===== config.mk =====
export PLATFORM = sky130hd
export DESIGN_NAME = letter_sequencer
export DESIGN_NICKNAME = d
export VERILOG_FILES = /design/src/rtl/letter_sequencer.sv
export SDC_FILE = /design/constraint.sdc
export NUM_CORES = 1
export LEC_CHECK = 0
export ABC_AREA = 1
export CELL_PAD_IN_SITES_DETAIL_PLACEMENT = 1
export CELL_PAD_IN_SITES_GLOBAL_PLACEMENT = 2
export CORE_MARGIN = 3
export CORE_UTILIZATION = 31
export DETAILED_ROUTE_END_ITERATION = 12
export GPL_TIMING_DRIVEN = 0
export PLACE_DENSITY_LB_ADDON = 0.1
export SYNTH_ARGS = -nofsm -noshare
export SYNTH_HDL_FRONTEND = slang
export SYNTH_SLANG_ARGS = --single-unit

===== constraint.sdc =====
create_clock -name clk -period 2.7 [get_ports clk]
set_input_delay 0.27 -clock clk [delete_from_list [all_inputs] [get_ports clk]]
set_output_delay 0.27 -clock clk [all_outputs]
set_load 0.02 [all_outputs]

===== src/rtl/letter_sequencer.sv =====
// Plays a fixed ten-letter message ("ABDUL-JOSE") as 4-bit codes for a 7-segment decoder.
// Each letter is shown for SHOW_TICKS cycles, followed by GAP_TICKS blank cycles.
module letter_sequencer #(
    parameter int SHOW_TICKS = 3,
    parameter int GAP_TICKS  = 1,
    parameter int MSG_LEN    = 10
) (
    input  logic       clk,
    input  logic       rst,
    input  logic       start,
    input  logic       abort,
    input  logic       pause,
    input  logic       loop_en,
    output logic [3:0] letter,
    output logic       letter_valid,
    output logic       busy,
    output logic       msg_done
);

    localparam int MAX_T = (SHOW_TICKS > GAP_TICKS) ? SHOW_TICKS : GAP_TICKS;
    localparam int CNT_W = $clog2(MAX_T + 1);
    localparam logic [CNT_W-1:0] SHOW_LAST = CNT_W'(SHOW_TICKS - 1);
    localparam logic [CNT_W-1:0] GAP_LAST  = CNT_W'((GAP_TICKS > 0) ? GAP_TICKS - 1 : 0);
    localparam logic [3:0]       LAST_IDX  = 4'(MSG_LEN - 1);

    typedef enum logic [1:0] {
        IDLE = 2'd0,
        SHOW = 2'd1,
        GAP  = 2'd2
    } state_t;

    function automatic logic [3:0] rom_code(input logic [3:0] i);
        case (i)
            4'd0:    return 4'd0;
            4'd1:    return 4'd1;
            4'd2:    return 4'd2;
            4'd3:    return 4'd3;
            4'd4:    return 4'd4;
            4'd5:    return 4'd5;
            4'd6:    return 4'd6;
            4'd7:    return 4'd7;
            4'd8:    return 4'd8;
            4'd9:    return 4'd9;
            default: return 4'd0;
        endcase
    endfunction

    state_t           r_state, w_state;
    logic [3:0]       r_idx, w_idx;
    logic [CNT_W-1:0] r_cnt, w_cnt;
    logic [3:0]       w_letter;
    logic             w_valid, w_busy, w_done;
    logic             w_letter_end;

    always_comb begin
        w_state      = r_state;
        w_idx        = r_idx;
        w_cnt        = r_cnt;
        w_letter     = letter;
        w_valid      = letter_valid;
        w_busy       = busy;
        w_done       = 1'b0;
        w_letter_end = 1'b0;

        if (abort) begin
            w_state = IDLE;
            w_idx   = 4'd0;
            w_cnt   = '0;
            w_valid = 1'b0;
            w_busy  = 1'b0;
        end else if (!pause) begin
            case (r_state)
                IDLE: begin
                    if (start) begin
                        w_state  = SHOW;
                        w_idx    = 4'd0;
                        w_cnt    = '0;
                        w_letter = rom_code(4'd0);
                        w_valid  = 1'b1;
                        w_busy   = 1'b1;
                    end
                end
                SHOW: begin
                    if (r_cnt == SHOW_LAST) begin
                        w_cnt = '0;
                        if (GAP_TICKS == 0) begin
                            w_letter_end = 1'b1;
                        end else begin
                            w_state = GAP;
                            w_valid = 1'b0;
                        end
                    end else begin
                        w_cnt = r_cnt + CNT_W'(1);
                    end
                end
                GAP: begin
                    if (r_cnt == GAP_LAST) begin
                        w_cnt        = '0;
                        w_letter_end = 1'b1;
                    end else begin
                        w_cnt = r_cnt + CNT_W'(1);
                    end
                end
                default: begin
                    w_state = IDLE;
                    w_idx   = 4'd0;
                    w_cnt   = '0;
                    w_valid = 1'b0;
                    w_busy  = 1'b0;
                end
            endcase

            // A letter has finished: advance, wrap for looping, or retire to IDLE.
            if (w_letter_end) begin
                if (r_idx != LAST_IDX) begin
                    w_state  = SHOW;
                    w_idx    = r_idx + 4'd1;
                    w_letter = rom_code(r_idx + 4'd1);
                    w_valid  = 1'b1;
                end else begin
                    w_done = 1'b1;
                    w_idx  = 4'd0;
                    if (loop_en) begin
                        w_state  = SHOW;
                        w_letter = rom_code(4'd0);
                        w_valid  = 1'b1;
                    end else begin
                        w_state = IDLE;
                        w_valid = 1'b0;
                        w_busy  = 1'b0;
                    end
                end
            end
        end
    end

    always_ff @(posedge clk) begin
        if (rst) begin
            r_state      <= IDLE;
            r_idx        <= 4'd0;
            r_cnt        <= '0;
            letter       <= 4'd0;
            letter_valid <= 1'b0;
            busy         <= 1'b0;
            msg_done     <= 1'b0;
        end else begin
            r_state      <= w_state;
            r_idx        <= w_idx;
            r_cnt        <= w_cnt;
            letter       <= w_letter;
            letter_valid <= w_valid;
            busy         <= w_busy;
            msg_done     <= w_done;
        end
    end

endmodule


======== Word level (Yosys, flattened, before mapping) ========
Memories as Yosys holds them, arrays and structs flattened.
Index checks and enable logic that the tools add are counted.
W data, S select, Z words.
storage, ports and cells
  output and inout bits ................... 7
  memories ................................ 1
  bits of input ports ..................... 6
  flip-flop bits (word level) ............. 15
  bits in read-only memories .............. 64
operators by class
  add/sub/neg operators ................... 2
  equal/unequal tests ..................... 9
  mux-type cells .......................... 35
  reductions and logical operators ........ 9
  bitwise logic cells ..................... 3
memory list
  name             words  width  read ports  clocked after Yosys merged registers in  write ports  line  RTL
  (no name shown)  16     4      1           0                                        0            33    case (i)
operators with widths
  kind                   number
  $mux W4                8
  $mux W1                16
  $mux W2                6
  $pmux W2 S3            2
  $pmux W4 S2            1
  $ne A3 B3 Y1 const B   2
  $add A4 B1 Y4 const B  1
  $eq A2 B2 Y1 const B   2
  $logic_not A2 Y1       2
  $ne A2 B2 Y1 const B   2
  $ne A4 B4 Y1 const B   1
  $reduce_and A2 Y1      2
  $reduce_and A4 Y1      1
  $reduce_or A2 Y1       2
  $reduce_or A4 Y1       1
  $not A1 Y1             3
  $pmux W1 S3            1
  $reduce_and A3 Y1      1
  $add A2 B1 Y2 const B  1
  $eq A2 B1 Y1 const B   1
  $ne A2 B1 Y1 const B   1
  $pmux W1 S2            1

======== Depth between registers and ports, before layout ========
Gate-level depths: netlist of run 1.
  depth after elaboration ................. 7
  gate-level depth with buffers ........... 10
  mapped depth without buffers ............ 10

======== Worst setup path before layout of run 1 ========
No wires, ideal clock.
  path type ............................... register to register
  start point ............................. reg, netlist name letter_valid
  end point ............................... reg letter_valid
  slack ................................... 1202 ps
  period minus slack after synthesis ...... 1498 ps
  path buffers ............................ 0
  stages on the path, launching flop included .. 11
  arrival time ............................ 1381 ps
  setup time .............................. 117 ps
  required time ........................... 2583 ps
  path through ............................ dfxtp_1 > inv_1 > ha_1 > inv_2 > nor2_1 > nor2_2 > nand2_1 > nand2_1 > inv_1 > a21oi_2 > nor2_1
RTL lines
  element               line  RTL
  to (signal assigned)  151   letter_valid <= w_valid;
  to (decl)             15    output logic letter_valid,

======== Final worst setup path of run 1 ========
  start point ............................. reg letter_valid
  end point ............................... out letter_valid
No word-level cell between the ends.

==> results.tsv, run 1 <==
stage	metric	value	unit
power_and_ir_drop	Tot Pwr	402.9	uW
floorplan	Die Span Y	60.28	um
sta	Slew headroom	0.7257	
global_routing	Total GRT Usage	0.1390	
setup_path	R2R Path Start	letter_valid	
logic_synthesis	synth top area cells	dfxtp_1 (31%), ha_1 (15%), inv_1 (8.2%), nand2_1 (8.2%), nand3_1 (8.2%)	
logic_synthesis	synthesized area	913.4	sq um
sta	setup TNS	0	ns
place	number of port buffers	12	
clock_tree	Clock Root Buffer	clkbuf_4	
drt	via count	859	
worst_hold_path	hold path startpoint	letter[2]	
sta	RSZ-0062 raised after global routing	no	
setup_path	RR Endpoint	letter_valid	
setup_path	CP Launch Type	flop	
logic_synthesis	yosys warns	0	
layout	final-stage net count	163	
clock_tree	CTS tree	yes	
setup_path	Buf/Inv on CP	1	
worst_hold_path	worst hold path type	reg -> reg	
floorplan	I/O pins	13	
outcome	status	finished clean	
power_and_ir_drop	Pleak	0.0004238	uW
place	placed wire-length estimate	1820	um
sta	clk_skew	0.0009794	ns
power_and_ir_drop	worst vdd ir	319.1	uV
sta	Final period util	0.5871	
setup_path	crit path cell chain	clkdlybuf4s50_1	
clock_tree	Clk Latency, worst-skew pair	0.27	ns
drt	remaining antenna violation count	0	
flow_run	Max-Cap Viols	0	
logic_synthesis	largest area contributor in the netlist	dfxtp_1	
sta	Tmin final	1.585	ns
setup_path	CP max-delay cell	clkdlybuf4s50_1	
clock_tree	Setup Buffers After CTS	0	
setup_path	Critical Path Sink Type	output pin	
drt	DRC Markers	0	
global_routing	first-pass GRT wire length	3767	um
sta	Pins Over Slew Limit	0	
logic_synthesis	post-synth top area share	0.3068	
sta	Worst Max-Slew Pin Slew	0.4099	ns
setup_path	R2R setup slack	1.15	ns
drt	drt pass-1 iters	4	
place	Placer Congestion	0.7234	
setup_path	Top delay family on crit path	buffers and inverters	
layout	layout cell share with drive strength beyond 1	0.1111	
clock_tree	H-tree depth	1	
logic_synthesis	syn_nets	146	
setup_path	max incr delay on CP	0.64	ns
power_and_ir_drop	power per cell area	368.0	mW/mm^2
floorplan	std cell rows	19	
global_routing	antenna violations before repair	0	
layout	Layout area overhead	19.86	%
logic_synthesis	unique cell type count in the Yosys netlist	20	
clock_tree	CTS clk-pin slew, worst paths	0.08	ns
logic_synthesis	Mapped Avg Cell Area	7.080	sq um
layout	diode count	0	
global_routing	total gr overflow	0	
worst_hold_path	hold endpoint	letter[2]	
logic_synthesis	post-synthesis register bit count	14	
drt	Wirelength per Cell	12.28	um
floorplan	Core Footprint	0.002781	sq mm
logic_synthesis	Synth Instances	129	
drt	vias per cell	4.909	
setup_path	crit path DAT	1.32	ns
drt	Post-Route WL	2149	um
sta	fmax	0.6309	GHz
global_routing	vias in the first global route	868	
drt	First DRT Iteration DRCs	29	
clock_tree	Num CTS Buffers	3	
sta	Final Hold Fails	0	
worst_hold_path	Hold Path Depth	2	
clock_tree	Clock Sink Count	14	
setup_path	Reg2Reg Depth	10	
clock_tree	# hold bufs at CTS	0	
sta	setup violators final	0	
clock_tree	Resized cells post-CTS	0	
setup_path	Crit Path Max Fanout	5	
floorplan	die area	0.003634	sq mm
setup_path	crit path kind	reg -> out	
floorplan	Starting Density	0.3284	
clock_tree	CTS max path bufs	2	
global_routing	largest net degree at the start of global routing	9	
setup_path	CP required	2.43	ns
floorplan	Die Wd	60.28	um
logic_synthesis	Seq/Total Area, Yosys	0.3068	
[worst max-delay path by stage]
stage                       from           end  slack, ns  cells past startpoint
finish              letter_valid  letter_valid       1.11                      1
CTS                 letter_valid  letter_valid       1.08                      1
global route        letter_valid  letter_valid       0.92                     10
floorplan           letter_valid  letter_valid       1.20                     10
detailed placement           rst      msg_done       1.04                      4
global placement             rst      msg_done       1.06                      4
[synth_stat cells]
cell and count:
inv_1 20, nand2_1 20, nand3_1 15, dfxtp_1 14, a21oi_1 12, nor2_1 12
ha_1 11, o21ai_0 4, inv_2 3, nor2_2 3, nor3_1 3, a21oi_2 2
a22o_1 2, nand2_2 2, a31oi_1 1, nand3_2 1, nand4_1 1, o21ai_1 1
o21ai_2 1, o21ai_4 1
[worst min-delay path, delay by kind of cell, from the launching register on]
family / cells / cell delay, ns
DFF: 1 / 0.32
and+or+nand+nor: 1 / 0.07
AOI/OAI and AO/OA: 1 / 0.06
[cell type report]
| cell class | instances | area (sq um) |
|---|---|---|
| clock buffers | 3 | 22.52 |
| fillers | 367 | 1687 |
| inverters | 23 | 86.33 |
| multi-input cells | 92 | 546.8 |
| flip-flops and latches | 14 | 280.3 |
| well taps | 31 | 38.79 |
| repair buffers | 12 | 120.1 |
[placed cells by master (no fill, tap or decap)]
master,netlist,routed
a21oi_1,12,12
nor2_1,12,12
ha_1,11,11
a22o_1,2,2
clkbuf_4,0,3
a31oi_1,1,1
nor3_1,3,3
dfxtp_1,14,14
clkdlybuf4s50_1,0,12
nand2_2,2,2
o21ai_4,1,1
inv_1,20,20
a21oi_2,2,2
nand2_1,20,20
o21ai_1,1,1
nand3_1,15,15
nand3_2,1,1
o21ai_0,4,4
nand4_1,1,1
nor2_2,3,3
o21ai_2,1,1
inv_2,3,3
[kinds of logic after synthesis]
group	synth area share
and+or+nand+nor	0.2822
AOI/OAI and AO/OA	0.1658
buffers and inverters	0.09452
DFF	0.3069
adders and majority gates	0.1507
[flip-flops by register name, indices dropped and copies added, names as in the netlist]
| signal | flops |
|---|---|
| letter | 4 |
| r_idx | 4 |
| r_cnt | 2 |
| busy | 1 |
| letter_valid | 1 |
| msg_done | 1 |
| r_state | 1 |
[report_power, final]
part | switching (uW) | internal (uW) | leakage, uW | total (uW)
Clock | 63.5 | 51.6 | 0.0000138 | 115
Sequential | 4.43 | 210 | 0.000113 | 215
Combinational | 45.2 | 28.0 | 0.000297 | 73.2
[per-stage QoR]
step           setup WS [ns]  cell area, sq um  hold WS [ns]  utilization  cells
6_report               1.115              1095        0.4878       0.3936    175
5_1_grt               0.9228              1095        0.5146       0.3936    175
4_1_cts                1.083              1095        0.4886       0.3936    175
3_5_place_dp           1.044              1072        0.4778       0.3855    172
3_3_place_gp           1.059              1072        0.4716       0.3855    172
2_1_floorplan          1.202             913.4        0.3391            -    129
[metal layers]
metal / share of wire / vias up / track usage
li1: - / 453 / -
met1: 0.46 / 398 / 0.1647
met3: 0.021 / 2 / 0.03240
met4: 0.0065 / 0 / 0.05696
met2: 0.52 / 6 / 0.2377
met5: 0 / - / 0
Note: power is estimated with default switching activity, not from simulation.
==> inputs of run 2 (changes only) <==
--- a/config.mk
+++ b/config.mk
@@ -9,7 +9,7 @@
 export CELL_PAD_IN_SITES_DETAIL_PLACEMENT = 1
 export CELL_PAD_IN_SITES_GLOBAL_PLACEMENT = 2
 export CORE_MARGIN = 3
-export CORE_UTILIZATION = 31
+export CORE_UTILIZATION = 29
 export DETAILED_ROUTE_END_ITERATION = 12
 export GPL_TIMING_DRIVEN = 0
 export PLACE_DENSITY_LB_ADDON = 0.1
==> constraint.sdc (replaced) <==
create_clock -name clk -period 1.52 [get_ports clk]
set_input_delay 0.152 -clock clk [delete_from_list [all_inputs] [get_ports clk]]
set_output_delay 0.152 -clock clk [all_outputs]
set_load 0.02 [all_outputs]
==> results.tsv, run 2 (synthesis results as in run 1) <==
stage	metric	value	unit	change
outcome	status	finished clean		
setup_path	CP max-delay cell	clkdlybuf4s50_1		
sta	setup violators final	0		unchanged
setup_path	Top delay family on crit path	buffers and inverters		
floorplan	std cell rows	19		unchanged
clock_tree	# hold bufs at CTS	0		unchanged
setup_path	crit path DAT	1.27	ns	-0.05 ns
setup_path	critical path depth in cells	1		unchanged
floorplan	Die Wd	62.12	um	+3.1%
global_routing	Total GRT Usage	0.1332		-0.005768
layout	fin util	0.4067		+0.01309
setup_path	Reg2Reg Depth	10		unchanged
floorplan	Core Footprint	0.002877	sq mm	+3.4%
clock_tree	Num CTS Buffers	3		unchanged
global_routing	largest net degree at the start of global routing	9		unchanged
setup_path	Crit Path Max Fanout	5		unchanged
power_and_ir_drop	Pleak	0.0004409	uW	+4.0%
drt	drt pass-1 iters	4		unchanged
power_and_ir_drop	clock power share	0.351		+0.065
layout	Non-Filler Instances	189		+8.0%
layout	most common cell after layout, fill and taps aside	nand2_1		
layout	biggest regs	letter: 4 flops, r_idx: 4 flops, r_cnt: 2 flops		
sta	Worst Max-Slew Pin Slew	0.3349	ns	-0.07498 ns
setup_path	Critical Path Sink Type	output pin		
setup_path	CP Launch Type	flop		
drt	First DRT Iteration DRCs	30		+3.4%
power_and_ir_drop	power per cell area	694.6	mW/mm^2	+89%
layout	final-stage net count	165		+1.2%
power_and_ir_drop	Sw Share	0.2904		+0.009533
power_and_ir_drop	Psw	235.9	uW	+110%
place	Placer Congestion	0.7033		-2.8%
sta	RSZ-0062 raised after global routing	yes		
clock_tree	CTS clk-pin slew, worst paths	0.10	ns	+0.02 ns
sta	Pins Over Slew Limit	0		unchanged
power_and_ir_drop	Pint	576.6	uW	+99%
floorplan	Starting Density	0.3175		-0.01086
worst_hold_path	worst hold path type	reg -> reg		
drt	Post-Route WL	2399	um	+12%
worst_hold_path	Hold Path Depth	2		unchanged
sta	clk_skew	0.006685	ns	+0.005706 ns
place	placed wire-length estimate	1903	um	+4.5%
global_routing	first-pass GRT wire length	4181	um	+11%
drt	Wirelength per Cell	12.69	um	+3.4%
setup_path	CP required	1.37	ns	-1.06 ns
power_and_ir_drop	Flop pwr share	0.469		-0.063
power_and_ir_drop	Logic pwr share	0.180		-0.002
sta	setup TNS	0	ns	unchanged
clock_tree	CTS max path bufs	2		unchanged
clock_tree	Clock Sink Count	14		unchanged
floorplan	I/O pins	13		unchanged
setup_path	crit path cell chain	clkdlybuf4s50_1		
place	Inst Count DP	183		+6.4%
floorplan	Die Span Y	62.12	um	+3.1%
sta	Final period util	0.9379		
clock_tree	Clk Latency, worst-skew pair	0.29	ns	+0.02 ns
drt	via count	870		+1.3%
clock_tree	CTS tree	yes		
global_routing	vias in the first global route	899		+3.6%
power_and_ir_drop	worst vdd ir	262.5	uV	-18%
setup_path	crit path kind	reg -> out		
layout	FF/Latch Area	289.0	sq um	+3.1%
global_routing	antenna violations before repair	0		unchanged
layout	layout cell share with drive strength beyond 1	0.1973		+0.08617
setup_path	Buf/Inv on CP	1		unchanged
sta	Slew headroom	0.7760		+0.05030
layout	diode count	0		unchanged
sta	fmax	0.7015	GHz	
drt	vias per cell	4.603		-6.2%
layout	Layout area overhead	28.08	%	
sta	Tmin final	1.426	ns	
sta	Final Hold Fails	0		unchanged
floorplan	die area	0.003859	sq mm	+6.2%
power_and_ir_drop	Tot Pwr	812.6	uW	+100%
layout	Multi-input gate area	570.5	sq um	+4.3%
drt	DRC Markers	0		unchanged
layout	most frequent cells in the layout	nand2_1 (19), inv_1 (18), nand3_1 (15), clkdlybuf4s50_1 (12)		
layout	Layout fillers	362		-1.4%
global_routing	total gr overflow	0		unchanged
flow_run	Max-Cap Viols	0		unchanged
drt	remaining antenna violation count	0		unchanged
clock_tree	H-tree depth	1		unchanged
place	number of port buffers	12		unchanged
setup_path	max incr delay on CP	0.60	ns	-0.04 ns
clock_tree	Clock Root Buffer	clkbuf_4		
## run 2: cell count changes in the layout (fill, tap and decap cells not counted), moves of 2 or more
cell / previous run / this run
ha_1: 11 / 9
dfxtp_1: 14 / 11
dfxtp_4: 0 / 2
ha_2: 0 / 2
inv_1: 20 / 18
inv_2: 3 / 5
buf_4: 0 / 2
## run 2: path summary, 6_finish.rpt
check               startpoint  slack, ns           end
setup reg to reg  letter_valid       0.10  letter_valid
hold reg to reg      letter[3]       0.49     letter[3]
hold / removal       letter[3]       0.49     letter[3]
setup / recovery  letter_valid       0.09  letter_valid
## run 2: repair_timing
| action | 4_1_cts | 5_1_grt |
|---|---|---|
| buffers inserted | 0 | 2 |
| endpoints found under the setup margin | 3 | 10 |
| gates resized for setup | 2 | 12 |
| cloned | 0 | 0 |
| pin swaps | 0 | 5 |
## run 2: area by class of cell
cell class,count,share of cell area
timing repair buffer,14,0.1155
inverter,23,0.07380
multi-input combinational,92,0.4877
sequential,14,0.2471
tap,42,0.04492
clock buffer,4,0.03102
## run 2: power by group through the flow
stage | registers (uW) | clock network [uW] | logic (uW)
6_report | 381 | 285 | 146
2_1_floorplan | 392 | 0 | 82.2
4_1_cts | 383 | 297 | 134
3_3_place_gp | 390 | 0 | 130
5_1_grt | 383 | 318 | 164
3_5_place_dp | 391 | 0 | 133
## run 2: routing by layer
layer  up-vias  GRT usage  share of wire
li1        455          -              -
met1       396     0.1835           0.52
met2        14     0.1976           0.43
met3         5    0.03063          0.033
met4         0    0.05801          0.020
met5         -          0              0
## run 2: stage by stage
stage	instance area, sq um	setup WS (ns)	hold WS, ns
floorplan	913.4	0.02224	0.2211
global placement	1086	-0.01060	0.4687
detailed placement	1086	-0.03571	0.4738
CTS	1125	0.01047	0.4871
global route	1170	-0.02003	0.5203
finish	1170	0.09444	0.4896
